### src/rtl/alu_pkg.sv
// Shared types and constants for the ALU operand datapath.
package alu_pkg;
  typedef enum logic {
    MODE_FIXED = 1'b0,
    MODE_RR    = 1'b1
  } alu_mode_e;

  localparam int unsigned XFER_CNT_W = 16;
endpackage

### src/rtl/alu_arb_mux_if.sv
// Channel-side and output-side handshake bundle for alu_arb_mux.
interface alu_arb_mux_if #(
  parameter int unsigned WIDTH = 8,
  parameter int unsigned NCH   = 4
);
  localparam int unsigned SELW = $clog2(NCH);

  logic [NCH*WIDTH-1:0] in_data;
  logic [NCH-1:0]       in_valid;
  logic [NCH-1:0]       in_ready;
  logic [WIDTH-1:0]     out_data;
  logic [SELW-1:0]      out_ch;
  logic                 out_valid;
  logic                 out_ready;

  modport master (
    output in_data, in_valid, out_ready,
    input  in_ready, out_data, out_ch, out_valid
  );

  modport slave (
    input  in_data, in_valid, out_ready,
    output in_ready, out_data, out_ch, out_valid
  );
endinterface

### src/rtl/alu_rr_arbiter.sv
// Combinational round-robin picker: first requester after ptr, wrapping modulo NCH.
module alu_rr_arbiter #(
  parameter int unsigned NCH = 4
) (
  input  logic [NCH-1:0]         req,
  input  logic [$clog2(NCH)-1:0] ptr,
  output logic [$clog2(NCH)-1:0] grant,
  output logic                   grant_vld
);
  localparam int unsigned SELW = $clog2(NCH);

  always_comb begin
    grant     = '0;
    grant_vld = 1'b0;
    // Scan farthest-first so the nearest requester after ptr is the last write.
    for (int unsigned k = NCH; k >= 1; k--) begin
      int unsigned idx;
      idx = (int'(ptr) + k) % NCH;
      if (req[idx]) begin
        grant     = SELW'(idx);
        grant_vld = 1'b1;
      end
    end
  end
endmodule

### src/rtl/alu_arb_mux.sv
// Registered N-channel operand selector, fixed-select or round-robin.
// Define ALU_ARB_MUX_CNT_EN to enable the accepted-output counter on xfer_cnt.
module alu_arb_mux
  import alu_pkg::*;
#(
  parameter int unsigned WIDTH = 8,
  parameter int unsigned NCH   = 4
) (
  input  logic                   clk,
  input  logic                   rst_n,
  alu_arb_mux_if.slave           bus,
  input  logic                   mode,
  input  logic [$clog2(NCH)-1:0] sel,
  output logic [XFER_CNT_W-1:0]  xfer_cnt
);
  localparam int unsigned SELW = $clog2(NCH);

  alu_mode_e        mode_e;
  logic [SELW-1:0]  ptr_q;
  logic [SELW-1:0]  rr_grant;
  logic             rr_vld;
  logic [SELW-1:0]  grant;
  logic             grant_vld;
  logic             fix_vld;
  logic             load_en;
  logic             xfer;
  logic [WIDTH-1:0] data_q;
  logic [SELW-1:0]  ch_q;
  logic             valid_q;

  assign mode_e = alu_mode_e'(mode);

  alu_rr_arbiter #(.NCH(NCH)) u_rr (
    .req       (bus.in_valid),
    .ptr       (ptr_q),
    .grant     (rr_grant),
    .grant_vld (rr_vld)
  );

  always_comb begin
    fix_vld = 1'b0;
    for (int unsigned i = 0; i < NCH; i++) begin
      if (sel == SELW'(i)) fix_vld = bus.in_valid[i];
    end
    if (mode_e == MODE_RR) begin
      grant     = rr_grant;
      grant_vld = rr_vld;
    end else begin
      grant     = sel;
      grant_vld = fix_vld;
    end
    load_en = !valid_q || bus.out_ready;
    // rst_n gating keeps in_ready low for the whole reset assertion.
    xfer    = rst_n && load_en && grant_vld;
    bus.in_ready = '0;
    if (xfer) bus.in_ready[grant] = 1'b1;
  end

  always_ff @(posedge clk or negedge rst_n) begin
    if (!rst_n) begin
      data_q  <= '0;
      ch_q    <= '0;
      valid_q <= 1'b0;
      ptr_q   <= SELW'(NCH - 1);
    end else begin
      if (xfer) begin
        data_q  <= bus.in_data[int'(grant)*WIDTH +: WIDTH];
        ch_q    <= grant;
        valid_q <= 1'b1;
      end else if (bus.out_ready) begin
        valid_q <= 1'b0;
      end
      if (xfer && mode_e == MODE_RR) ptr_q <= grant;
    end
  end

  assign bus.out_data  = data_q;
  assign bus.out_ch    = ch_q;
  assign bus.out_valid = valid_q;

`ifdef ALU_ARB_MUX_CNT_EN
  logic [XFER_CNT_W-1:0] cnt_q;

  always_ff @(posedge clk or negedge rst_n) begin
    if (!rst_n) begin
      cnt_q <= '0;
    end else if (valid_q && bus.out_ready) begin
      cnt_q <= cnt_q + XFER_CNT_W'(1);
    end
  end

  assign xfer_cnt = cnt_q;
`else
  assign xfer_cnt = '0;
`endif
endmodule

### src/flat_wrapper.sv
// flat-port wrapper written by rule: the top's interface ports become plain ports
module alu_arb_mux_flat import alu_pkg::*;
#(
  parameter int unsigned WIDTH = 8,
  parameter int unsigned NCH   = 4
)
  (clk, rst_n, mode, sel, xfer_cnt, bus_in_data, bus_in_valid, bus_out_ready, bus_in_ready, bus_out_data, bus_out_ch, bus_out_valid);
  alu_arb_mux_if #(.WIDTH(WIDTH), .NCH(NCH)) bus_i ();
  input  logic clk;
  input  logic rst_n;
  input  logic mode;
  input  logic [$clog2(NCH)-1:0] sel;
  output logic [XFER_CNT_W-1:0] xfer_cnt;
  input wire logic [$bits(bus_i.in_data)-1:0] bus_in_data;
  input wire logic [$bits(bus_i.in_valid)-1:0] bus_in_valid;
  input wire logic [$bits(bus_i.out_ready)-1:0] bus_out_ready;
  output wire logic [$bits(bus_i.in_ready)-1:0] bus_in_ready;
  output wire logic [$bits(bus_i.out_data)-1:0] bus_out_data;
  output wire logic [$bits(bus_i.out_ch)-1:0] bus_out_ch;
  output wire logic [$bits(bus_i.out_valid)-1:0] bus_out_valid;
  assign bus_i.in_data = bus_in_data;
  assign bus_i.in_valid = bus_in_valid;
  assign bus_i.out_ready = bus_out_ready;
  assign bus_in_ready = bus_i.in_ready;
  assign bus_out_data = bus_i.out_data;
  assign bus_out_ch = bus_i.out_ch;
  assign bus_out_valid = bus_i.out_valid;
  alu_arb_mux #(.WIDTH(WIDTH), .NCH(NCH)) u_core (.clk(clk), .rst_n(rst_n), .bus(bus_i), .mode(mode), .sel(sel), .xfer_cnt(xfer_cnt));
endmodule
### config.mk
export PLATFORM = sky130hd
export DESIGN_NAME = alu_arb_mux_flat
export DESIGN_NICKNAME = d
export VERILOG_FILES = /design/src/rtl/alu_pkg.sv /design/src/rtl/alu_arb_mux_if.sv /design/src/rtl/alu_rr_arbiter.sv /design/src/rtl/alu_arb_mux.sv /design/src/flat_wrapper.sv
export SDC_FILE = /design/constraint.sdc
export NUM_CORES = 1
export LEC_CHECK = 0
export CORE_UTILIZATION = 39
export DETAILED_ROUTE_END_ITERATION = 6
export GPL_TIMING_DRIVEN = 1
export MAX_ROUTING_LAYER = met4
export PLACE_DENSITY = 0.92
export SYNTH_ARGS = -nofsm -noshare
export SYNTH_HDL_FRONTEND = slang
export SYNTH_SLANG_ARGS = --single-unit
### constraint.sdc
create_clock -name clk -period 2.6 [get_ports clk]
set_clock_uncertainty 0.15 [all_clocks]
set_input_delay 0.52 -clock clk [delete_from_list [all_inputs] [get_ports clk]]
set_output_delay 0.52 -clock clk [all_outputs]
set_load 0.03 [all_outputs]
==> metrics.txt <==
crit path capture=bus_in_ready[1]; area leader, netlist=dfrtp_1; P&R area growth vs syn=51.6%; sequential fraction of design power=0.275; count of different cell masters after synthesis=40; H-tree Lvls=1; HPWL Detailed=around 2700 um; largest net degree at the start of global routing=18; Sink Count=13; Clk pwr share=0.099; Post-Synthesis Cells=between 150 and 200; Mean Syn Cell Area=8.78 um^2; leakage power=about 0.90 nW; post-placement cell count=~260; Net Switching=approximately 520 uW; post-route minimum period=about 2.5 ns; Seq/Total Area, Yosys=0.246; drc violations=0; outcome=complete, no violations; fin util=0.642; core area=3150 um^2; Final ANT Viol Nets=0; CTS tree=done; layout cell share with drive strength beyond 1=0.256; Comb power frac=0.625; Die Span Y=60.5 um; Worst Path Arrival=about 1.9 ns; routability cong.=~0.94; top-area cell type share of the netlist area=0.206; Int Pwr=~680 uW; PwrDens=about 590 nW/um^2; mapped cell area=1340 um^2; maxcap violations=0; Req. time, crit path=1.93 ns; number of synthesized flops with an enable pin=0; main area contributors after synthesis=dfrtp_1 (21%), buf_4 (11%), a311oi_1 (10%); CP endpoint kind=output pin; Worst setup SP type=input port; Final Hold Vio Count=0; via count=between 1000 and 1500; CP max FO=4; Clock Pin Slew Worst Setup and Hold Paths=about 0.070 ns; Worst R2R Start=u_core.ptr_q[1]$_DFFE_PN1P_; worst reg2reg setup slack=~0.36 ns; Slew Viols, Final=0; DRT Pass-1 Iters=5; Die ar.=roughly 3700 um^2; initial cell density of the core=0.423; fmax=approximately 0.4 GHz; antenna violations before repair=0; total gr overflow=0; Die W=around 60 um; first-pass GRT wire length=about 5300 um; ys async rst share=1.00; port bufs=between 50 and 60; Final Cycle Share=0.974; top_reg_cell synth=dfrtp_1; final setup fails=0; RSZ-0062 raised after global routing=false; Max clock buf depth=2; CP startpoint=bus_out_ready; root buffer cell=clkbuf_4; vias in the first global route=around 1200; Switching Share=0.433; I/O Pins=73; Min Hold Slack=about 0.34 ns; Place WS=-0.251 ns; Final Total Pwr=~1.2 mW; Filler Cell Count=281; vias per cell=5.26; Max rail drop VDD=0.203 mV; Final #Nets=270; drt total wl=3500 um; mean routed wirelength per cell=between 10 and 15 um; synth warn=0; RR Endpoint=u_core.bus.out_data[1]$_DFFE_PN0P_; Clock Latency Late Sink=0.27 ns; hold depth=2; critical path class=input port to output pin; worst hold path class=flop to flop; CTS Buf Count=3; Non-Filler Instances=approximately 270; Worst R2R Path Depth=7; ant diodes=0; gr usage total=0.195; Seq cells post-synth=13; worst setup margin=around 0.068 ns; Cell Rows=20; initial DRC count=63
-- critical path: stages --
cell and delay [ns]:
clkdlybuf4s50_1 0.46, nand2b_4 0.12, nand2_2 0.07, a21o_2 0.21, buf_4 0.15, nor3_4 0.18, buf_6 0.15
-- placed cells by master, fill, tap and decap left out, types with 2 or more instances in the layout --
master and n:
nand2b_1 3, dlygate4sd2_1 4, nand2_1 13, clkbuf_2 2, nor2_1 5, nand4_1 2, conb_1 16, buf_4 33
dfrtp_1 11, clkdlybuf4s50_1 45, dfstp_2 2, o31ai_1 8, a2111oi_1 8, a21oi_1 2, a221oi_1 8, a311oi_1 16
clkbuf_4 3, inv_1 19
-- kinds of logic after synthesis --
group,count (synthesis),share of synthesized area
other cells,1,0.00281
flops,13,0.246
buf+inv,49,0.254
simple gates,33,0.127
compound gates,54,0.343
mux,2,0.0281
-- per-layer routing --
| layer | GRT usage | part of all wire |
|---|---|---|
| met5 | - | 0 |
| met3 | 0.0213 | 0.078 |
| met4 | 0.0714 | 0.016 |
| met2 | 0.290 | 0.48 |
| met1 | 0.271 | 0.42 |
-- Yosys cell counts (2+ instances only) --
cell and n:
nand2b_1 4, buf_4 19, buf_2 2, dfstp_2 2
inv_1 19, o31ai_1 8, nor2_1 5, buf_8 2
buf_6 5, nor3_1 2, a2111oi_1 8, a21oi_1 2
dfrtp_1 11, a221oi_1 8, nand4_1 2, nand2_1 14
a311oi_1 16
-- sequential cells by signal (all words and copies together) (netlist names) --
name                  flops
u_core.ptr_q              2
u_core.bus.out_ch         2
u_core.bus.out_data       8
u_core.bus.out_valid      1
-- metrics by stage --
stage          instance area, um^2  TNS [ns]
2_1_floorplan                 1400         0
3_3_place_gp                  1930     -2.08
3_5_place_dp                  1930     -2.31
4_1_cts                       1990         0
5_1_grt                       2020         0
6_report                      2020         0
-- worst min-delay path by stage --
stage | startpoint | to | slack [ns]
after floorplan | rst_n | u_core.bus.out_ch[0]$_DFFE_PN0P_ | 0.07
after global placement | u_core.bus.out_data[6]$_DFFE_PN0P_ | u_core.bus.out_data[6]$_DFFE_PN0P_ | 0.31
after detailed placement | u_core.bus.out_data[7]$_DFFE_PN0P_ | u_core.bus.out_data[7]$_DFFE_PN0P_ | 0.32
after CTS | u_core.bus.out_data[7]$_DFFE_PN0P_ | u_core.bus.out_data[7]$_DFFE_PN0P_ | 0.34
after global routing | u_core.bus.out_data[2]$_DFFE_PN0P_ | u_core.bus.out_data[2]$_DFFE_PN0P_ | 0.35
final | u_core.bus.out_data[2]$_DFFE_PN0P_ | u_core.bus.out_data[2]$_DFFE_PN0P_ | 0.34
-- timing repair --
action	CTS	global route
setup buffers	3	1
endpoints found under the setup margin	4	4
resized for setup	12	11
hold buffers	0	0
pin swaps	2	1
-- layout make-up --
| type | count | area, um^2 | share of cell area |
|---|---|---|---|
| multi-input cells | 105 | 779 | 0.385 |
| repair buffers | 86 | 764 | 0.378 |
| flip-flops and latches | 13 | 328 | 0.162 |
| inverters | 19 | 71.3 | 0.0352 |
| well taps | 44 | 55.1 | 0.0272 |
| clock buffers | 4 | 26.3 | 0.0130 |
-- power groups by stage --
stage               Combinational (mW)  Sequential [mW]  Clock, mW
finish                           0.751            0.331      0.119
global route                     0.805            0.339      0.128
CTS                              0.719            0.325      0.119
detailed placement               0.706            0.325          0
global placement                 0.697            0.323          0
floorplan                        0.369            0.424          0
Note: power is estimated with default switching activity, not from simulation.
